### src/rtl/seg_status_scan_if.sv
// seg_status_scan_if: status inputs and display outputs between the fault/input sources and the 7-segment driver.
// Ports: mem_calib_done, mem_error, vga_buf_empty, clear_sticky, buf_inputs (to scanner);
//        seg_digits, sticky_flags (from scanner). master = source side, slave = scanner.
interface seg_status_scan_if #(
    parameter int NUM_INPUTS = 14,
    parameter int NUM_DIGITS = 3
);
    logic                    mem_calib_done;
    logic                    mem_error;
    logic                    vga_buf_empty;
    logic                    clear_sticky;
    logic [NUM_INPUTS-1:0]   buf_inputs;
    logic [4*NUM_DIGITS-1:0] seg_digits;
    logic [1:0]              sticky_flags;

    modport master (
        output mem_calib_done, mem_error, vga_buf_empty, clear_sticky, buf_inputs,
        input  seg_digits, sticky_flags
    );

    modport slave (
        input  mem_calib_done, mem_error, vga_buf_empty, clear_sticky, buf_inputs,
        output seg_digits, sticky_flags
    );
endinterface

### src/rtl/seg_status_scan.sv
// seg_status_scan: registered status word with sticky faults and a dwell-timed scan of active inputs.
// Ports: clk, rst (sync, active high); bus (slave) carries the status inputs, buf_inputs,
//        seg_digits (registered display word) and sticky_flags ({vga_sticky, mem_sticky}).
module seg_status_scan #(
    parameter int          NUM_INPUTS     = 14,
    parameter int          NUM_DIGITS     = 3,
    parameter int          HOLD_CYCLES    = 25000000,
    parameter logic [31:0] CODE_UNCALIB   = 32'hC00,
    parameter logic [31:0] CODE_MEM_ERR   = 32'hE01,
    parameter logic [31:0] CODE_VGA_EMPTY = 32'hE02,
    parameter logic [31:0] CODE_DEFAULT   = 32'hFFF
) (
    input logic             clk,
    input logic             rst,
    seg_status_scan_if.slave bus
);
    localparam int W  = 4 * NUM_DIGITS;
    localparam int IW = (NUM_INPUTS > 1) ? $clog2(NUM_INPUTS) : 1;
    localparam int HW = (HOLD_CYCLES > 1) ? $clog2(HOLD_CYCLES) : 1;
    localparam logic [W-1:0]  C_UNCAL   = W'(CODE_UNCALIB);
    localparam logic [W-1:0]  C_MEM     = W'(CODE_MEM_ERR);
    localparam logic [W-1:0]  C_VGA     = W'(CODE_VGA_EMPTY);
    localparam logic [W-1:0]  C_DEF     = W'(CODE_DEFAULT);
    localparam logic [HW-1:0] HOLD_LAST = HW'(HOLD_CYCLES - 1);

    typedef enum logic {IDLE, SHOW} state_t;

    state_t        r_state, w_state_n;
    logic [IW-1:0] r_idx, w_idx_n, w_low, w_above;
    logic [HW-1:0] r_cnt, w_cnt_n;
    logic [W-1:0]  r_seg, w_seg_n, w_bcd;
    logic          r_mem, r_vga, w_mem_n, w_vga_n, w_fault, w_expire, w_above_vld, w_any;

    assign w_any    = |bus.buf_inputs;
    assign w_expire = (r_cnt == HOLD_LAST);

    // A fault seen this cycle sets the flag even when clear_sticky is also asserted.
    assign w_mem_n = bus.mem_calib_done & (bus.mem_error | (r_mem & ~bus.clear_sticky));
    assign w_vga_n = bus.mem_calib_done & (bus.vga_buf_empty | (r_vga & ~bus.clear_sticky));
    assign w_fault = ~bus.mem_calib_done | w_mem_n | w_vga_n;

    // Scanning downwards leaves the lowest matching bit as the final assignment.
    always_comb begin
        w_low       = '0;
        w_above     = '0;
        w_above_vld = 1'b0;
        for (int i = NUM_INPUTS - 1; i >= 0; i--) begin
            if (bus.buf_inputs[i]) begin
                w_low = IW'(i);
                if (i > int'(r_idx)) begin
                    w_above     = IW'(i);
                    w_above_vld = 1'b1;
                end
            end
        end
    end

    always_comb begin
        w_state_n = r_state;
        w_idx_n   = r_idx;
        w_cnt_n   = r_cnt;
        if (w_fault) begin
            w_state_n = IDLE;
            w_cnt_n   = '0;
        end else if (r_state == IDLE) begin
            if (w_any) begin
                w_state_n = SHOW;
                w_idx_n   = w_low;
                w_cnt_n   = '0;
            end
        end else if (w_expire) begin
            w_cnt_n = '0;
            if (!w_any) w_state_n = IDLE;
            else w_idx_n = w_above_vld ? w_above : w_low;
        end else begin
            w_cnt_n = r_cnt + 1'b1;
        end
    end

    always_comb begin
        w_bcd      = '0;
        w_bcd[3:0] = 4'(int'(w_idx_n) % 10);
        w_bcd[7:4] = 4'(int'(w_idx_n) / 10);
    end

    // The display encodes the post-edge flags and scan state, so every input change lands one cycle later.
    assign w_seg_n = !bus.mem_calib_done ? C_UNCAL :
                     w_mem_n             ? C_MEM   :
                     w_vga_n             ? C_VGA   :
                     (w_state_n == SHOW) ? w_bcd   : C_DEF;

    always_ff @(posedge clk) begin
        if (rst) begin
            r_state <= IDLE;
            r_idx   <= '0;
            r_cnt   <= '0;
            r_mem   <= 1'b0;
            r_vga   <= 1'b0;
            r_seg   <= C_DEF;
        end else begin
            r_state <= w_state_n;
            r_idx   <= w_idx_n;
            r_cnt   <= w_cnt_n;
            r_mem   <= w_mem_n;
            r_vga   <= w_vga_n;
            r_seg   <= w_seg_n;
        end
    end

    assign bus.seg_digits   = r_seg;
    assign bus.sticky_flags = {r_vga, r_mem};
endmodule

### src/flat_wrapper.sv
// flat-port wrapper written by rule: the top's interface ports become plain ports
module seg_status_scan_flat 
#(
    parameter int          NUM_INPUTS     = 14,
    parameter int          NUM_DIGITS     = 3,
    parameter int          HOLD_CYCLES    = 25000000,
    parameter logic [31:0] CODE_UNCALIB   = 32'hC00,
    parameter logic [31:0] CODE_MEM_ERR   = 32'hE01,
    parameter logic [31:0] CODE_VGA_EMPTY = 32'hE02,
    parameter logic [31:0] CODE_DEFAULT   = 32'hFFF
)
  (clk, rst, bus_mem_calib_done, bus_mem_error, bus_vga_buf_empty, bus_clear_sticky, bus_buf_inputs, bus_seg_digits, bus_sticky_flags);
  seg_status_scan_if #(.NUM_INPUTS(NUM_INPUTS), .NUM_DIGITS(NUM_DIGITS)) bus_i ();
  input logic clk;
  input logic rst;
  input wire logic [$bits(bus_i.mem_calib_done)-1:0] bus_mem_calib_done;
  input wire logic [$bits(bus_i.mem_error)-1:0] bus_mem_error;
  input wire logic [$bits(bus_i.vga_buf_empty)-1:0] bus_vga_buf_empty;
  input wire logic [$bits(bus_i.clear_sticky)-1:0] bus_clear_sticky;
  input wire logic [$bits(bus_i.buf_inputs)-1:0] bus_buf_inputs;
  output wire logic [$bits(bus_i.seg_digits)-1:0] bus_seg_digits;
  output wire logic [$bits(bus_i.sticky_flags)-1:0] bus_sticky_flags;
  assign bus_i.mem_calib_done = bus_mem_calib_done;
  assign bus_i.mem_error = bus_mem_error;
  assign bus_i.vga_buf_empty = bus_vga_buf_empty;
  assign bus_i.clear_sticky = bus_clear_sticky;
  assign bus_i.buf_inputs = bus_buf_inputs;
  assign bus_seg_digits = bus_i.seg_digits;
  assign bus_sticky_flags = bus_i.sticky_flags;
  seg_status_scan #(.NUM_INPUTS(NUM_INPUTS), .NUM_DIGITS(NUM_DIGITS), .HOLD_CYCLES(HOLD_CYCLES), .CODE_UNCALIB(CODE_UNCALIB), .CODE_MEM_ERR(CODE_MEM_ERR), .CODE_VGA_EMPTY(CODE_VGA_EMPTY), .CODE_DEFAULT(CODE_DEFAULT)) u_core (.clk(clk), .rst(rst), .bus(bus_i));
endmodule
### config.mk
export PLATFORM = sky130hd
export DESIGN_NAME = seg_status_scan_flat
export DESIGN_NICKNAME = d
export VERILOG_FILES = /design/src/rtl/seg_status_scan_if.sv /design/src/rtl/seg_status_scan.sv /design/src/flat_wrapper.sv
export SDC_FILE = /design/constraint.sdc
export NUM_CORES = 1
export LEC_CHECK = 0
export BUFFER_PORTS_ARGS = -buffer_cell sky130_fd_sc_hd__buf_2
export CORE_ASPECT_RATIO = 0.75
export CORE_UTILIZATION = 55
export CTS_CLUSTER_DIAMETER = 100
export DETAILED_ROUTE_END_ITERATION = 6
export PLACE_DENSITY_LB_ADDON = 0.3
export REMOVE_ABC_BUFFERS = 1
export SLEW_MARGIN = 15
export SYNTH_ARGS = -nofsm -noshare
export SYNTH_HDL_FRONTEND = slang
export SYNTH_SLANG_ARGS = --single-unit
### constraint.sdc
create_clock -name clk -period 2.8 [get_ports clk]
set_input_delay 0.56 -clock clk [delete_from_list [all_inputs] [get_ports clk]]
set_output_delay 0.56 -clock clk [all_outputs]
set_load 0.02 [all_outputs]
== Word-level counts from Yosys, hierarchy flattened ==
Index checks and enable logic that the tools add are counted.

* Register bits after elaboration: 44
* Bits in latches: 0
* Bits in writable memories: 0
* Memory bits (read-only): 0
* Input bits: 20
* Output and inout port bits: 14
* Word-level logic and storage cells: 121
* Memories: 0

* Add/sub/neg operators: 1
* Multipliers: 0
* Divide/modulo/power cells: 2
* Magnitude comparators: 13
* Eq/ne operators: 1
* Shift-type cells: 0
* Mux-type cells: 83
* Bitwise operators: 10
* Reductions and logical operators: 4

{| class="wikitable"
|+ Operators by type and width
! kind !! number
|-
| 2-to-1 mux 4 bit || 46
|-
| 2-to-1 mux 25 bit || 3
|-
| divider 5 x 5 -> 32 bit, second input constant || 1
|-
| remainder unit 5 x 5 -> 32 bit, second input constant || 1
|-
| 2-to-1 mux 1 bit || 30
|-
| 2-to-1 mux 10 bit || 3
|-
| adder 25 x 1 -> 25 bit, second input constant || 1
|-
| equality test 25 bit, second input constant || 1
|-
| > comparator 4 bit, first input constant || 6
|-
| > comparator 3 x 4 -> 1 bit, first input constant || 4
|-
| OR reduction 14 bit || 1
|-
| 2-to-1 mux 12 bit || 1
|-
| > comparator 2 x 4 -> 1 bit, first input constant || 2
|-
| AND 1 bit || 4
|-
| > comparator 1 x 4 -> 1 bit, first input constant || 1
|-
| bitwise OR 1 bit || 4
|-
| OR reduction 4 bit || 1
|-
| NOT 1 bit || 2
|-
| nonzero test 2 bit || 1
|-
| OR reduction 2 bit || 1
|}

== Longest topological paths before layout ==
* Word-level depth: 37
* Mapped depth: 10
* Depth with buffers taken out: 9

== Worst setup path after synthesis ==
Ideal clock, no wire load.

* Kind: register to register
* Start point: register u_core.r_cnt[0]
* End point: register u_core.r_seg[2] (netlist: u_core.bus.seg_digits[2])
* Setup time: 0.127 ns
* Arrival time: 2.475 ns
* Data required time: 2.673 ns
* Path slack: 0.198 ns
* Cell stages (with the launch flop): 11
* Buffers on the path: 1
* Clock period less this slack: 2.602 ns
* Cell sequence: dfxtp_1 > ha_1 > and3_1 > buf_2 > nand4_1 > or4_4 > a31oi_2 > o31ai_2 > ha_1 > nor4b_1 > or3_1

* Cells in the longest elaborated chain, start to end: 9
* Elaborated cells between the ends (all ways): 12
* Those cells by class: div: 1; eq/ne: 1; mux: 10

{| class="wikitable"
|+ RTL lines
! what !! RTL line !! source
|-
| from (decl) || seg_status_scan.sv:30 || <nowiki>logic [HW-1:0] r_cnt, w_cnt_n;</nowiki>
|-
| from (signal assigned) || seg_status_scan.sv:103 || <nowiki>r_cnt <= w_cnt_n;</nowiki>
|-
| equality test 25 bit * || seg_status_scan.sv:35 || <nowiki>assign w_expire = (r_cnt == HOLD_LAST);</nowiki>
|-
| 2-to-1 mux 4 bit || seg_status_scan.sv:71 || <nowiki>end else if (w_expire) begin</nowiki>
|-
| 2-to-1 mux 4 bit || seg_status_scan.sv:65 || <nowiki>end else if (r_state == IDLE) begin</nowiki>
|-
| 2-to-1 mux 4 bit || seg_status_scan.sv:62 || <nowiki>if (w_fault) begin</nowiki>
|-
| remainder unit 5 x 5 -> 32 bit || seg_status_scan.sv:82 || <nowiki>w_bcd[3:0] = 4'(int'(w_idx_n) % 10);</nowiki>
|-
| 2-to-1 mux 12 bit * || seg_status_scan.sv:90 || <nowiki>(w_state_n == SHOW) ? w_bcd : C_DEF;</nowiki>
|-
| 2-to-1 mux 10 bit * || seg_status_scan.sv:89 || <nowiki>w_vga_n ? C_VGA :</nowiki>
|-
| 2-to-1 mux 10 bit * || seg_status_scan.sv:88 || <nowiki>w_mem_n ? C_MEM :</nowiki>
|-
| 2-to-1 mux 10 bit * || seg_status_scan.sv:87 || <nowiki>assign w_seg_n = !bus.mem_calib_done ? C_UNCAL :</nowiki>
|-
| to (signal assigned) || seg_status_scan.sv:106 || <nowiki>r_seg <= w_seg_n;</nowiki>
|-
| to (decl) || seg_status_scan.sv:31 || <nowiki>logic [W-1:0] r_seg, w_seg_n, w_bcd;</nowiki>
|}

Mark *: on every way between the ends. The rest lies on a longest branch, timed or not.
A chain may end at the register's enable or synchronous reset.

== Final worst setup path ==
Ends and elaborated chain as after synthesis.

==> results list <==
- Outcome: finished, final reports clean
* Horiz. Die Dim: 82.1 um
- The startpoint identified for the worst register-to-register timing path is u_core.r_cnt[0].
* Number of H-tree levels: 2
- After detailed routing, the number of vias per cell comes to 6.27.
* Root Buffer: sky130_fd_sc_hd__clkbuf_8
- Number of top-level design ports: 34
- After routing the design area is 3040 um2.
* Routed wire per std cell: 15.3 um
- After synthesis the cells add up to 2650 um2.
- For this run, the number of Yosys warnings is 0.
* Endpoints failing setup: 0
- TritonCTS built the clock tree.
- Congestion Overflow GR: 0
- Leading cell types in the layout, fill and taps excluded: sky130_fd_sc_hd__nor2_1 (51), sky130_fd_sc_hd__dfxtp_1 (39), sky130_fd_sc_hd__nand2_1 (35)
- The number of hold buffers added after CTS was 0.
* Cells resized by post-CTS repair: 0
- The path class of the tightest hold or removal check is flop to flop.
* Time the final worst path needs with I/O delays and setup: 2.62 ns
- The layout has 377 filler cells.
- Placed wire-length estimate after detailed placement: 5050 um
- Total inserted antenna cells: 0
* Number of nets in the final layout: 419
* Power per cell area: 401 nW/um2
- Cell depth of the worst flop-to-flop path: 9
* Via count of the first global-routing pass: 2368
- Share of the clock period used by the worst path: 93.6%
- Sequential cells were found to cover 30.3% of the synthesized design area.
- Max-cap violations in this run came to 0.
- The detail route stage leaves a number of antenna-violating nets equal to 0.
- Detailed-routing iteration count for the pre-antenna-repair pass: 5
- STA classifies the critical path startpoint as a flop.
* Post-CTS setup buffer count: 0
- Hold Vio Cnt, Final: 0
- The worst setup path is captured at a flop.
- Among all flip-flop cells after synthesis, the most frequent one is sky130_fd_sc_hd__dfxtp_1.
- For this configuration, the core starts out at a cell density of 58.2%.
- Arrival time reported for the critical path endpoint: 2.86 ns
- Number of antenna violations at the first check in global routing: 0
- Data required time at the worst endpoint: 3.04 ns
* Number of instances on the worst hold path: 1
- Largest net degree at the start of global routing: 27
- Post-synthesis register bit count: 40
* Reg-to-reg endpoint: u_core.bus.seg_digits[2]
- The clock reaches the later pin of the worst-skew pair after 0.30 ns.
- Critical path type: flop to flop
- Most common cell after layout, fill and taps aside: sky130_fd_sc_hd__nor2_1
- Along the worst path, the maximum fanout reaches 5.
- The max-slew violation count was 0.
* Total global-route track usage: 29.1%
- Synthesis-to-layout area growth: 15.0%
* Setup skew after layout: 0.0121 ns
- Post-synth EDFFs: 0
* Cell area after placement: 2920 um2
- Proportion of register bits with asynchronous set or reset after synthesis: 0%
- Syn_area_per_cell: 7.41 um2
- Port buffering added 33 buffers.
- Gp weighted congestion: 0.993
- Derived from the worst setup path, the maximum achievable clock frequency is 382 MHz.
- The startpoint identified for the worst hold timing path is u_core.r_cnt[21].
- In this run, the number of DRC markers left after iteration 0 of detailed routing was 230.
- Total number of vias: 2855
- Routed WL: 6960 um
* Max IR drop VDD: 0.371 mV
- Leakage component of the power: 1.11 nW
* Max Buffers Root-to-Sink: 2
- The tree built by TritonCTS fans out to 40 sinks.
* Wire length of the first global-routing pass: 11000 um
- Of the cells placed in the final design, the portion with a size suffix greater than 1 is 20.4%.
* Clock transition at the registers of the reported paths: 0.08 ns
- The path with the worst hold slack has its endpoint at u_core.r_cnt[21].
* Number of cells after detailed placement: 447
- Headroom to the max-slew limit came out at 61.3%.
* Sequential cell area: 802 um2
- Non-Filler Instances: 455
- For flop-to-flop paths, the worst setup slack is 0.18 ns.
* CTS Buf Count: 5
- Yosys mapped the design onto 59 distinct sky130hd cell types.
- After technology mapping, the gate count stands at 357.
* Footprint of the multi-input gates: 1690 um2
- The die is 62.1 um tall.
* Floorplan row count: 21
- The die covers 5090 um2.
- Core area: 4550 um2
- # DRC: 0
* Slew of the pin with the lowest slew margin: 0.579 ns
cell usage after synthesis (2+ instances only):
| cell type | n | share of area [%] |
|---|---|---|
| sky130_fd_sc_hd__nand2b_1 | 3 | 0.71 |
| sky130_fd_sc_hd__buf_4 | 7 | 2.0 |
| sky130_fd_sc_hd__and3_1 | 7 | 1.7 |
| sky130_fd_sc_hd__a31oi_1 | 5 | 1.2 |
| sky130_fd_sc_hd__o211ai_1 | 3 | 0.85 |
| sky130_fd_sc_hd__ha_1 | 2 | 0.95 |
| sky130_fd_sc_hd__nor2_1 | 51 | 7.2 |
| sky130_fd_sc_hd__nand4_1 | 7 | 1.7 |
| sky130_fd_sc_hd__o31a_1 | 3 | 0.99 |
| sky130_fd_sc_hd__a32oi_1 | 2 | 0.66 |
| sky130_fd_sc_hd__a211oi_1 | 7 | 2.0 |
| sky130_fd_sc_hd__nor2b_1 | 6 | 1.4 |
| sky130_fd_sc_hd__and4_1 | 4 | 1.3 |
| sky130_fd_sc_hd__a41oi_1 | 4 | 1.3 |
| sky130_fd_sc_hd__nor3_1 | 9 | 1.7 |
| sky130_fd_sc_hd__nand2_1 | 35 | 5.0 |
| sky130_fd_sc_hd__o21bai_1 | 2 | 0.57 |
| sky130_fd_sc_hd__a221o_1 | 2 | 0.76 |
| sky130_fd_sc_hd__nor4_2 | 5 | 2.4 |
| sky130_fd_sc_hd__clkbuf_1 | 10 | 1.4 |
| sky130_fd_sc_hd__nor4_1 | 2 | 0.47 |
| sky130_fd_sc_hd__nand3_1 | 11 | 2.1 |
| sky130_fd_sc_hd__o21ai_0 | 26 | 4.9 |
| sky130_fd_sc_hd__a22oi_1 | 2 | 0.57 |
| sky130_fd_sc_hd__a21oi_1 | 31 | 5.9 |
| sky130_fd_sc_hd__and2_1 | 4 | 0.95 |
| sky130_fd_sc_hd__a311oi_1 | 7 | 2.3 |
| sky130_fd_sc_hd__or3_1 | 5 | 1.2 |
| sky130_fd_sc_hd__buf_6 | 2 | 0.85 |
| sky130_fd_sc_hd__inv_1 | 10 | 1.4 |
| sky130_fd_sc_hd__buf_2 | 3 | 0.57 |
| sky130_fd_sc_hd__dfxtp_1 | 40 | 30 |
| sky130_fd_sc_hd__o21ai_1 | 4 | 0.76 |
| sky130_fd_sc_hd__nand3b_1 | 4 | 1.1 |
| sky130_fd_sc_hd__o31ai_1 | 4 | 1.1 |
| sky130_fd_sc_hd__a21o_1 | 2 | 0.57 |
| sky130_fd_sc_hd__o21a_1 | 2 | 0.57 |
| sky130_fd_sc_hd__a21boi_0 | 3 | 0.85 |
per-stage QoR:
step	hold WS, ns	setup TNS, ns	setup WS, ns	power, W	utilization [%]
2_1_floorplan	0.439	0	0.211	0.000690	-
6_report	0.476	0	0.179	0.00122	66.9
5_1_grt	0.510	-0.0109	-0.0109	0.00126	66.9
3_5_place_dp	0.470	-0.0113	-0.0113	0.000760	64.2
4_1_cts	0.480	0	0.191	0.00122	66.6
3_3_place_gp	0.457	0	0.0997	0.000758	64.2
report_power, final:
group / total [W] / switching [W] / leakage, nW / internal, W
clock network: 0.000465 / 0.000200 / 0.0552 / 0.000264
logic: 0.000168 / 0.000104 / 0.728 / 0.0000642
registers: 0.000586 / 0.00000704 / 0.326 / 0.000578
logic make-up (layout without fill, tap and decap cells):
group	after synthesis	count (layout)	share of synthesized area (%)
AND/OR/NAND/NOR	163	163	32.1
AO/OA/AOI/OAI	120	120	30.4
flip-flops	40	40	30.3
buffers and inverters	32	73	6.24
adder cells (fa/ha/maj)	2	2	0.946
flip-flops by register name, summed over array words and instances, names as in the netlist:
name	count
u_core.r_mem	1
u_core.r_vga	1
u_core.r_cnt	25
u_core.bus.seg_digits	8
u_core.r_idx	4
u_core.r_state	1
routing by layer:
metal / up-vias / GRT usage (%) / routed length [um]
li1: 1398 / - / -
met1: 1310 / 43.2 / 3450
met2: 139 / 41.4 / 2800
met3: 8 / 7.01 / 645
met4: 0 / 8.02 / 63
met5: - / 0 / 0
area by class of cell:
class,count,share of cell area [%]
Inverter,10,1.23
Timing Repair Buffer,55,10.9
Clock buffer,6,2.38
Clock inverter,2,1.15
Sequential cell,40,26.4
Tap cell,57,2.34
Multi-Input combinational cell,285,55.7
worst max-delay path by stage:
stage                     slack [ns]                        to                from  depth (start not counted)
after floorplan                 0.21  u_core.bus.seg_digits[2]     u_core.r_cnt[0]                          9
after CTS                       0.19  u_core.bus.seg_digits[2]     u_core.r_cnt[0]                          9
after detailed placement       -0.01  u_core.bus.seg_digits[2]  bus_buf_inputs[11]                          9
after global routing           -0.01  u_core.bus.seg_digits[2]     u_core.r_idx[0]                          8
final                           0.18  u_core.bus.seg_digits[2]     u_core.r_cnt[0]                          9
after global placement           0.1  u_core.bus.seg_digits[2]   bus_buf_inputs[9]                          9
critical path: stages, from the launching register on:
cell                      delay, ns
sky130_fd_sc_hd__dfxtp_1       0.40
sky130_fd_sc_hd__ha_1          0.21
sky130_fd_sc_hd__and3_1        0.20
sky130_fd_sc_hd__nand4_1       0.13
sky130_fd_sc_hd__or4_4         0.45
sky130_fd_sc_hd__a31oi_2       0.24
sky130_fd_sc_hd__o31ai_2       0.12
sky130_fd_sc_hd__ha_1          0.33
sky130_fd_sc_hd__nor4b_1       0.31
sky130_fd_sc_hd__or3_1         0.15
No activity file was read; power rests on OpenSTA's default activity.
